--- config.mk ---
export PLATFORM = sky130hd
export DESIGN_NAME = ibex_wb_commit
export DESIGN_NICKNAME = d
export VERILOG_FILES = /design/src/rtl/ibex_wb_commit.sv
export SDC_FILE = /design/constraint.sdc
export NUM_CORES = 1
export LEC_CHECK = 0
export ABC_AREA = 0
export ABC_CLOCK_PERIOD_IN_PS = 3900
export BUFFER_PORTS_ARGS = -buffer_cell sky130_fd_sc_hd__buf_2
export CORE_ASPECT_RATIO = 1.5
export CORE_MARGIN = 8
export CORE_UTILIZATION = 30
export DETAILED_ROUTE_END_ITERATION = 8
export GPL_ROUTABILITY_DRIVEN = 0
export PLACE_DENSITY = 0.65
export SYNTH_ARGS = -nofsm -noshare
export SYNTH_HDL_FRONTEND = slang
export SYNTH_SLANG_ARGS = --single-unit
--- constraint.sdc ---
create_clock -name clk_i -period 3.9 [get_ports clk_i]
set_input_delay 0.39 -clock clk_i [delete_from_list [all_inputs] [get_ports clk_i]]
set_output_delay 0.39 -clock clk_i [all_outputs]
set_load 0.03 [all_outputs]
--- src/rtl/ibex_wb_commit.sv ---
// rtl/ibex_wb_commit.sv - single-entry writeback stage: holds EX result or tracks LSU access, commits to RF
module ibex_wb_commit #(
  parameter bit ResetAll   = 1'b0,
  parameter bit SuppressX0 = 1'b1
) (
  input  logic        clk_i,
  input  logic        rst_ni,
  input  logic        en_wb_i,
  input  logic [1:0]  instr_type_i,
  input  logic        rf_we_id_i,
  input  logic [4:0]  rf_waddr_id_i,
  input  logic [31:0] rf_wdata_ex_i,
  input  logic        lsu_resp_valid_i,
  input  logic        lsu_resp_err_i,
  input  logic [31:0] lsu_rdata_i,
  output logic        ready_wb_o,
  output logic        rf_we_o,
  output logic [4:0]  rf_waddr_o,
  output logic [31:0] rf_wdata_o,
  output logic        instr_done_o,
  output logic        lsu_err_o,
  output logic        outstanding_load_o,
  output logic        fwd_valid_o,
  output logic [31:0] fwd_data_o
);

  typedef enum logic [1:0] {
    IDLE     = 2'd0,
    REG      = 2'd1,
    WAIT_LSU = 2'd2
  } state_e;

  state_e      state_q;
  logic        is_load_q;
  logic        we_q;
  logic [4:0]  waddr_q;
  logic [31:0] wdata_q;

  logic accept;
  logic new_is_mem;
  logic new_is_load;
  logic lsu_done;
  logic waddr_ok;

  // Reserved type 3 decodes as REG alongside type 0.
  assign new_is_load = (instr_type_i == 2'd1);
  assign new_is_mem  = (instr_type_i == 2'd1) | (instr_type_i == 2'd2);

  assign lsu_done     = (state_q == WAIT_LSU) & lsu_resp_valid_i;
  assign instr_done_o = (state_q == REG) | lsu_done;
  assign ready_wb_o   = (state_q == IDLE) | instr_done_o;
  assign accept       = en_wb_i & ready_wb_o;

  assign waddr_ok = !SuppressX0 || (waddr_q != 5'd0);

  always_comb begin
    rf_we_o    = 1'b0;
    rf_waddr_o = 5'd0;
    rf_wdata_o = 32'd0;
    lsu_err_o  = 1'b0;
    unique case (state_q)
      REG: begin
        rf_we_o    = we_q & waddr_ok;
        rf_waddr_o = waddr_q;
        rf_wdata_o = wdata_q;
      end
      WAIT_LSU: begin
        rf_waddr_o = waddr_q;
        lsu_err_o  = lsu_done & lsu_resp_err_i;
        if (is_load_q) begin
          rf_wdata_o = lsu_rdata_i;
          rf_we_o    = lsu_done & !lsu_resp_err_i & we_q & waddr_ok;
        end
      end
      default: ;
    endcase
  end

  assign outstanding_load_o = (state_q == WAIT_LSU) & is_load_q;
  assign fwd_valid_o        = (state_q == REG) & we_q;
  assign fwd_data_o         = (state_q == REG) ? wdata_q : 32'd0;

  // A retiring instruction and a newly accepted one share the edge; the new one wins.
  always_ff @(posedge clk_i or negedge rst_ni) begin
    if (!rst_ni) begin
      state_q   <= IDLE;
      is_load_q <= 1'b0;
      we_q      <= 1'b0;
    end else if (accept) begin
      state_q   <= new_is_mem ? WAIT_LSU : REG;
      is_load_q <= new_is_load;
      we_q      <= rf_we_id_i;
    end else if (instr_done_o) begin
      state_q   <= IDLE;
    end
  end

  if (ResetAll) begin : g_dp_rst
    always_ff @(posedge clk_i or negedge rst_ni) begin
      if (!rst_ni) begin
        waddr_q <= 5'd0;
        wdata_q <= 32'd0;
      end else if (accept) begin
        waddr_q <= rf_waddr_id_i;
        if (!new_is_mem) wdata_q <= rf_wdata_ex_i;
      end
    end
  end else begin : g_dp_norst
    always_ff @(posedge clk_i) begin
      if (accept) begin
        waddr_q <= rf_waddr_id_i;
        if (!new_is_mem) wdata_q <= rf_wdata_ex_i;
      end
    end
  end

  a_resp_only_when_waiting : assert property (@(posedge clk_i) disable iff (!rst_ni)
    lsu_resp_valid_i |-> (state_q == WAIT_LSU));

  a_no_en_when_busy : assert property (@(posedge clk_i) disable iff (!rst_ni)
    en_wb_i |-> ready_wb_o);

endmodule
==> flow_summary.toml, run 1 <==
[clock_network]
clockBufferDepth = 2
cts_made_buffers = 5
root_buffer = "clkbuf_8"
cts_tree = "built"
cts_hold_buf = 1
cts_sinks = 41
clk_pin_slew_ps = 80
cts_setup_buffers = 0
cts_resized = 0
clock_latency_ps = 280
htreeDepth = 2

[yosys]
synth_cells = 183
yosys.area.top_type_share_pct = 51.54
synth-seq-cells = 41
syn-num-nets = 264
synthTopCellsByArea = "edfxtp_1 52%, and2_1 11%, o21a_1 11%"
ys_warn_count = 0
postSynthAreaPerCell_um2 = 11.78
yosys.area.top_type = "edfxtp_1"
synth_cell_types = 21
syn_area_um2 = 2156
synth-async-reset-ratio_pct = 9.756
seq_area_frac_synth_pct = 56.18
synth_edf_count = 37
synth-main-ff-cell = "edfxtp_1"

[drt]
vias = 1910
wl_met3_um = 550
drc = 0
wire_per_inst_um = 15.67
top_layer = "met5"
met2_length_mm = 3.494
drt_pass1_iterations = 4
viasPerCell = 4.636
ant_nets = 0
drt_iter0_markers = 81
drt_wl_total_mm = 6.458
m1WireLength_mm = 2.260

[floorplan]
start_util_pct = 30.43
core-area_um2 = 7084
io_pins = 152
die_w_um = 85.22
dieArea_um2 = 10210
fp.dieH_um = 119.8
num_rows = 38

[global_routing]
grt_max_degree = 39
overflow = 0
grt.total_usage_pct = 12.33
grt_pass1_wl_mm = 10.27
grt_pass1_vias = 2127
grt_antenna_before_repair = 2

[sta]
rsz0062_at_grt = "no"
finalSetupTns_ps = 0
max-slew-margin-rel_pct = 23.42
worst_slack_ps = 1270
holdWs_ps = 276.5
final_hold_viol_count = 0
tightest_slew_ps = 1149
min_period_ps = 2630
post-route-period-util_pct = 67.43
fmax_ghz = 0.3803
setup_violations = 0
clock_skew_ps = 4.354
slew_viol_final = 0

[layout]
finish.utilization_pct = 43.45
num_antenna_cells = 0
final_cell_area_um2 = 3078
stdcell_count = 412
drive_above_1_share_pct = 51.51
nNetsFinal = 412
syn_to_final_growth_pct = 42.77

[critical_path]
rrSetupSlack_ps = 1860
worstSetupPathType = "register to output port"
rr_worst_depth = 6
worstPathRequired_ps = 3510
worst_ep_arrival_time_ps = 2240
start_kind = "register"
critPathLaunch = "state_q[0]"
timing.rr.end = "wdata_q[11]"
end_kind = "output port"
crit_fanout = 38
timing.rr.start = "state_q[0]"
crit_end = "rf_waddr_o[0]"

[hold_path]
min_delay_path_depth = 1
worst_hold_path_type = "input port to register"

[power]
intPower_mw = 1.091
combPwrFrac_pct = 58.2
irDropWorstVdd_mv = 0.4754
p_clk_share_pct = 12.1
seqPwrFrac_pct = 29.7
swShare_pct = 49.74
power_density_nw_per_um2 = 705.3
p_switching_mw = 1.080
power_leakage_nw = 1.645
fin_total_pwr_mw = 2.171

[status]
status = "finished clean"

[placed_design]
dp_cells = 403
pre_cts_ws_ps = 1563
dp_hpwl_mm = 5.030
port_buffers = 151
post_dp_cell_area_um2 = 2985

[flow_run]
maxCapViolations = 0
-- worst min-delay path by stage --
stage	from	end
floorplan	rst_ni	is_load_q
global placement	rst_ni	state_q[0]
detailed placement	rst_ni	state_q[1]
CTS	rf_waddr_id_i[3]	waddr_q[3]
global route	rf_wdata_ex_i[30]	wdata_q[30]
finish	rf_waddr_id_i[3]	waddr_q[3]
-- synthesized netlist by cell type, drive strengths merged (2+ instances only) --
library cell	count
dfrtp	4
nor2	2
o21a	32
inv	6
nand2	3
clkbuf	13
edfxtp	37
mux2i	2
and3	33
mux2	2
ha	4
and2	39
-- state kept, by name (all words and copies together) (netlist names) --
name / count
we_q: 1
waddr_q: 5
is_load_q: 1
wdata_q: 32
state_q: 2
-- final cells by class --
type                    count  area (µm²)
repair buffers            154       780.7
flip-flops and latches     41        1211
well taps                  80       100.1
multi-input cells         123       878.3
clock buffers               6       72.57
inverters                   6       25.02
fillers                   705        4006
clock inverters             2       10.01
-- critical path: stages, from the launching register on --
cell	delay (ps)
dfrtp_1	380
inv_1	70
ha_1	1050
and2_1	250
buf_2	200
-- layer usage --
| layer | global-route usage [%] | vias up |
|---|---|---|
| met5 | 0 | - |
| met4 | 4.815 | 4 |
| met3 | 4.381 | 12 |
| met2 | 23.99 | 82 |
| met1 | 11.08 | 870 |
| li1 | - | 942 |
-- cells by family after synthesis --
| kind of cell | synth area share [%] |
|---|---|
| buffers and inverters | 3.424 |
| AND/OR/NAND/NOR | 23.16 |
| multiplexers | 2.322 |
| flip-flops | 56.18 |
| AO/OA/AOI/OAI | 12.59 |
| adder cells (fa/ha/maj) | 2.322 |
-- cells in the final DEF (no fill, tap or decap) --
master	Yosys	routed
dlygate4sd3_1	0	1
nor2_4	0	1
ha_1	4	4
buf_2	0	151
buf_4	0	2
clkbuf_8	0	5
and2_1	39	39
or2b_1	1	1
inv_1	4	4
edfxtp_1	37	37
inv_2	1	1
clkinv_2	0	2
and3_1	29	29
and3_2	4	4
clkbuf_1	13	1
or4_1	1	1
and4b_1	1	1
o21a_1	32	32
nand2_1	3	3
a21oi_2	1	1
o21ai_4	1	1
mux2i_1	2	2
o22ai_1	1	1
nor2_1	2	1
dfrtp_1	4	4
mux2_4	2	2
inv_4	1	1
-- power by group through the flow --
| stage | Clock, mW | Sequential, mW | Combinational, mW |
|---|---|---|---|
| global route | 0.291 | 0.660 | 1.36 |
| detailed placement | 0 | 0.657 | 1.28 |
| global placement | 0 | 0.650 | 1.27 |
| CTS | 0.278 | 0.647 | 1.29 |
| floorplan | 0 | 0.610 | 0.959 |
| finish | 0.262 | 0.645 | 1.26 |
Power figures use the tool's default switching activity.
==> run 2: changes to the inputs <==
ABC_AREA = 1   (was 0)
ABC_CLOCK_PERIOD_IN_PS = 2750   (was 3900)
clock period = 2.75 ns   (was 3.9 ns; I/O delays follow)
==> flow_summary.toml, run 2 <==
[layout]
syn_to_final_growth_pct = 41.93
layout_commonest_cell = "buf_2"
regMostFlops = "wdata_q"
largest_reg_flops = 32
nNetsFinal = 465
biggestRegsByFlops = "wdata_q: 32 flops, waddr_q: 5 flops, state_q: 2 flops"
nFillCells = 683
drive_above_1_share_pct = 45.19
final_cell_mix = "151 x buf_2, 83 x nand2_1, 45 x inv_1, 37 x edfxtp_1, 24 x a21oi_1"
final_cell_area_um2 = 3037

[floorplan]
dieArea_um2 = 10150
io_pins = 152
die_w_um = 84.96
core-area_um2 = 6898
start_util_pct = 31.02
num_rows = 37
fp.dieH_um = 119.4

[critical_path]
crit_family = "buffers and inverters"
rrSetupSlack_ps = 850
crit_chain = "inv_1, ha_1, inv_2, a21oi_1, buf_2"
worst-path-buf-inv = 3
rr_worst_depth = 7
worst_ep_arrival_time_ps = 1960
timing.rr.end = "wdata_q[7]"
worstSetupPathType = "register to output port"
end_kind = "output port"
worstPathRequired_ps = 2480
slowest_stage = "inv_2"
start_kind = "register"
slowest_delay_ps = 520
timing.rr.start = "state_q[0]"
crit_fanout = 32

[drt]
drt_pass1_iterations = 4
viasPerCell = 4.351
drc = 0
drt_iter0_markers = 59
vias = 2019
drt_wl_total_mm = 6.470
wire_per_inst_um = 13.94
ant_nets = 0

[yosys]
synth-main-ff-cell = "edfxtp_1"
synth_top_family_by_area = "simple AND/OR/NAND/NOR gates"
synth_cell_types = 16
synth_mux_area_share_pct = 0
yosys.area.top_type = "edfxtp_1"
synth-seq-cells = 41
synth-simple-area-share_pct = 18.54
synth_compound_area_share_pct = 9.298
postSynthAreaPerCell_um2 = 9.183
synth_cells = 233
syn_area_um2 = 2140
yosysMostFrequentCell = "nand2_1"
synth_xor_area_share_pct = 0
synthTopCellsByArea = "edfxtp_1 52%, nand2_1 15%, inv_1 7.9%"
yosys.area.top_type_share_pct = 51.93
ys_warn_count = 0
synth-async-reset-ratio_pct = 9.756
synth_edf_count = 37
netlist_top_cells_count = "83 x nand2_1, 45 x inv_1, 37 x edfxtp_1, 24 x a21oi_1, 9 x a21oi_2"
synth_fa_ha_area_share_pct = 2.339
syn-num-nets = 314
seq_area_frac_synth_pct = 56.61

[sta]
rsz0062_at_grt = "no"
slew_viol_final = 0
worst_slack_ps = 514.4
final_hold_viol_count = 0
tightest_slew_ps = 651.0
finalSetupTns_ps = 0
fmax_ghz = 0.4473
max-slew-margin-rel_pct = 56.54
post-route-period-util_pct = 81.29
setup_violations = 0
clock_skew_ps = 3.494
min_period_ps = 2236

[hold_path]
worst_hold_path_type = "input port to register"
hp-start = "rf_wdata_ex_i[28]"
worstHoldEndpoint = "wdata_q[28]"
min_delay_path_depth = 1

[clock_network]
clk_pin_slew_ps = 80
clockBufferDepth = 2
cts_sinks = 41
cts_made_buffers = 5
cts_setup_buffers = 0
root_buffer = "clkbuf_8"
cts_tree = "built"
htreeDepth = 2
clock_latency_ps = 280

[power]
irDropWorstVdd_mv = 0.6494
power_leakage_nw = 1.763
power_density_nw_per_um2 = 993.2

[placed_design]
pre_cts_ws_ps = 799.8
port_buffers = 151
dp_hpwl_mm = 5.224
post_dp_cell_area_um2 = 2918

[global_routing]
grt_max_degree = 35
grt_antenna_before_repair = 2
grt_pass1_vias = 2162
overflow = 0
grt.total_usage_pct = 12.58
grt_pass1_wl_mm = 10.27

[flow_run]
maxCapViolations = 0

[status]
status = "finished clean"
[run 2: worst max-delay path by stage]
| stage | startpoint | endpoint | slack (ps) | depth (start not counted) |
|---|---|---|---|---|
| 6_report | state_q[0] | rf_wdata_o[15] | 510 | 5 |
| 5_1_grt | state_q[0] | rf_wdata_o[24] | 290 | 5 |
| 4_1_cts | state_q[0] | rf_wdata_o[15] | 480 | 5 |
| 3_5_place_dp | state_q[0] | rf_wdata_o[15] | 800 | 5 |
| 3_3_place_gp | state_q[0] | rf_wdata_o[22] | 850 | 5 |
| 2_1_floorplan | state_q[0] | wdata_q[0] | 690 | 6 |
[run 2: stage by stage]
stage	utilization (%)	hold slack, ps	total power, mW	instances
after floorplan	-	-20.59	2.197	233
after global placement	42.30	88.84	2.573	454
after detailed placement	42.30	90.90	2.600	454
after CTS	43.99	147.6	3.074	463
after global routing	44.02	136.4	3.230	464
final	44.02	162.9	3.016	464
[run 2: worst register-to-register path, stage by stage, from the launching register on]
cell and delay (ps):
dfrtp_1 400, inv_1 90, ha_1 180, nand2_1 140, nand3b_4 140, nand3_1 90, inv_1 330, buf_12 230
[run 2: cell families after synthesis]
family                   Yosys count
AND/OR/NAND/NOR                   97
buffers and inverters             58
flip-flops                        41
AO/OA/AOI/OAI                     33
adder cells (fa/ha/maj)            4
[run 2: per-layer routing]
metal	vias to the layer above	GRT usage [%]	routed length (µm)
li1	1023	-	-
met1	901	10.66	2245
met2	84	24.68	3539
met3	9	5.919	600
met4	2	3.807	72
met5	-	0	12
[run 2: final cells by class]
cell class	count	area (µm²)	area share [%]
Inverter	48	180.2	5.933
Clock inverter	2	33.78	1.112
Tap cell	78	97.59	3.214
Timing Repair Buffer	154	793.3	26.12
Sequential cell	41	1211	39.88
Multi-Input combinational cell	134	645.6	21.26
Antenna cell	1	2.502	0.08241
Clock buffer	6	72.57	2.390
[run 2: power by group]
part / total (mW) / internal, mW / switching, mW
sequential: 0.857 / 0.814 / 0.0431
clock: 0.459 / 0.268 / 0.192
combinational: 1.70 / 0.430 / 1.27
total: 3.02 / 1.51 / 1.50
[run 2: repair_timing]
action / in CTS / in global routing
hold buffers: 1 / 0
endpoints found under the hold margin: 4 / 0
resized for setup: 0 / 0
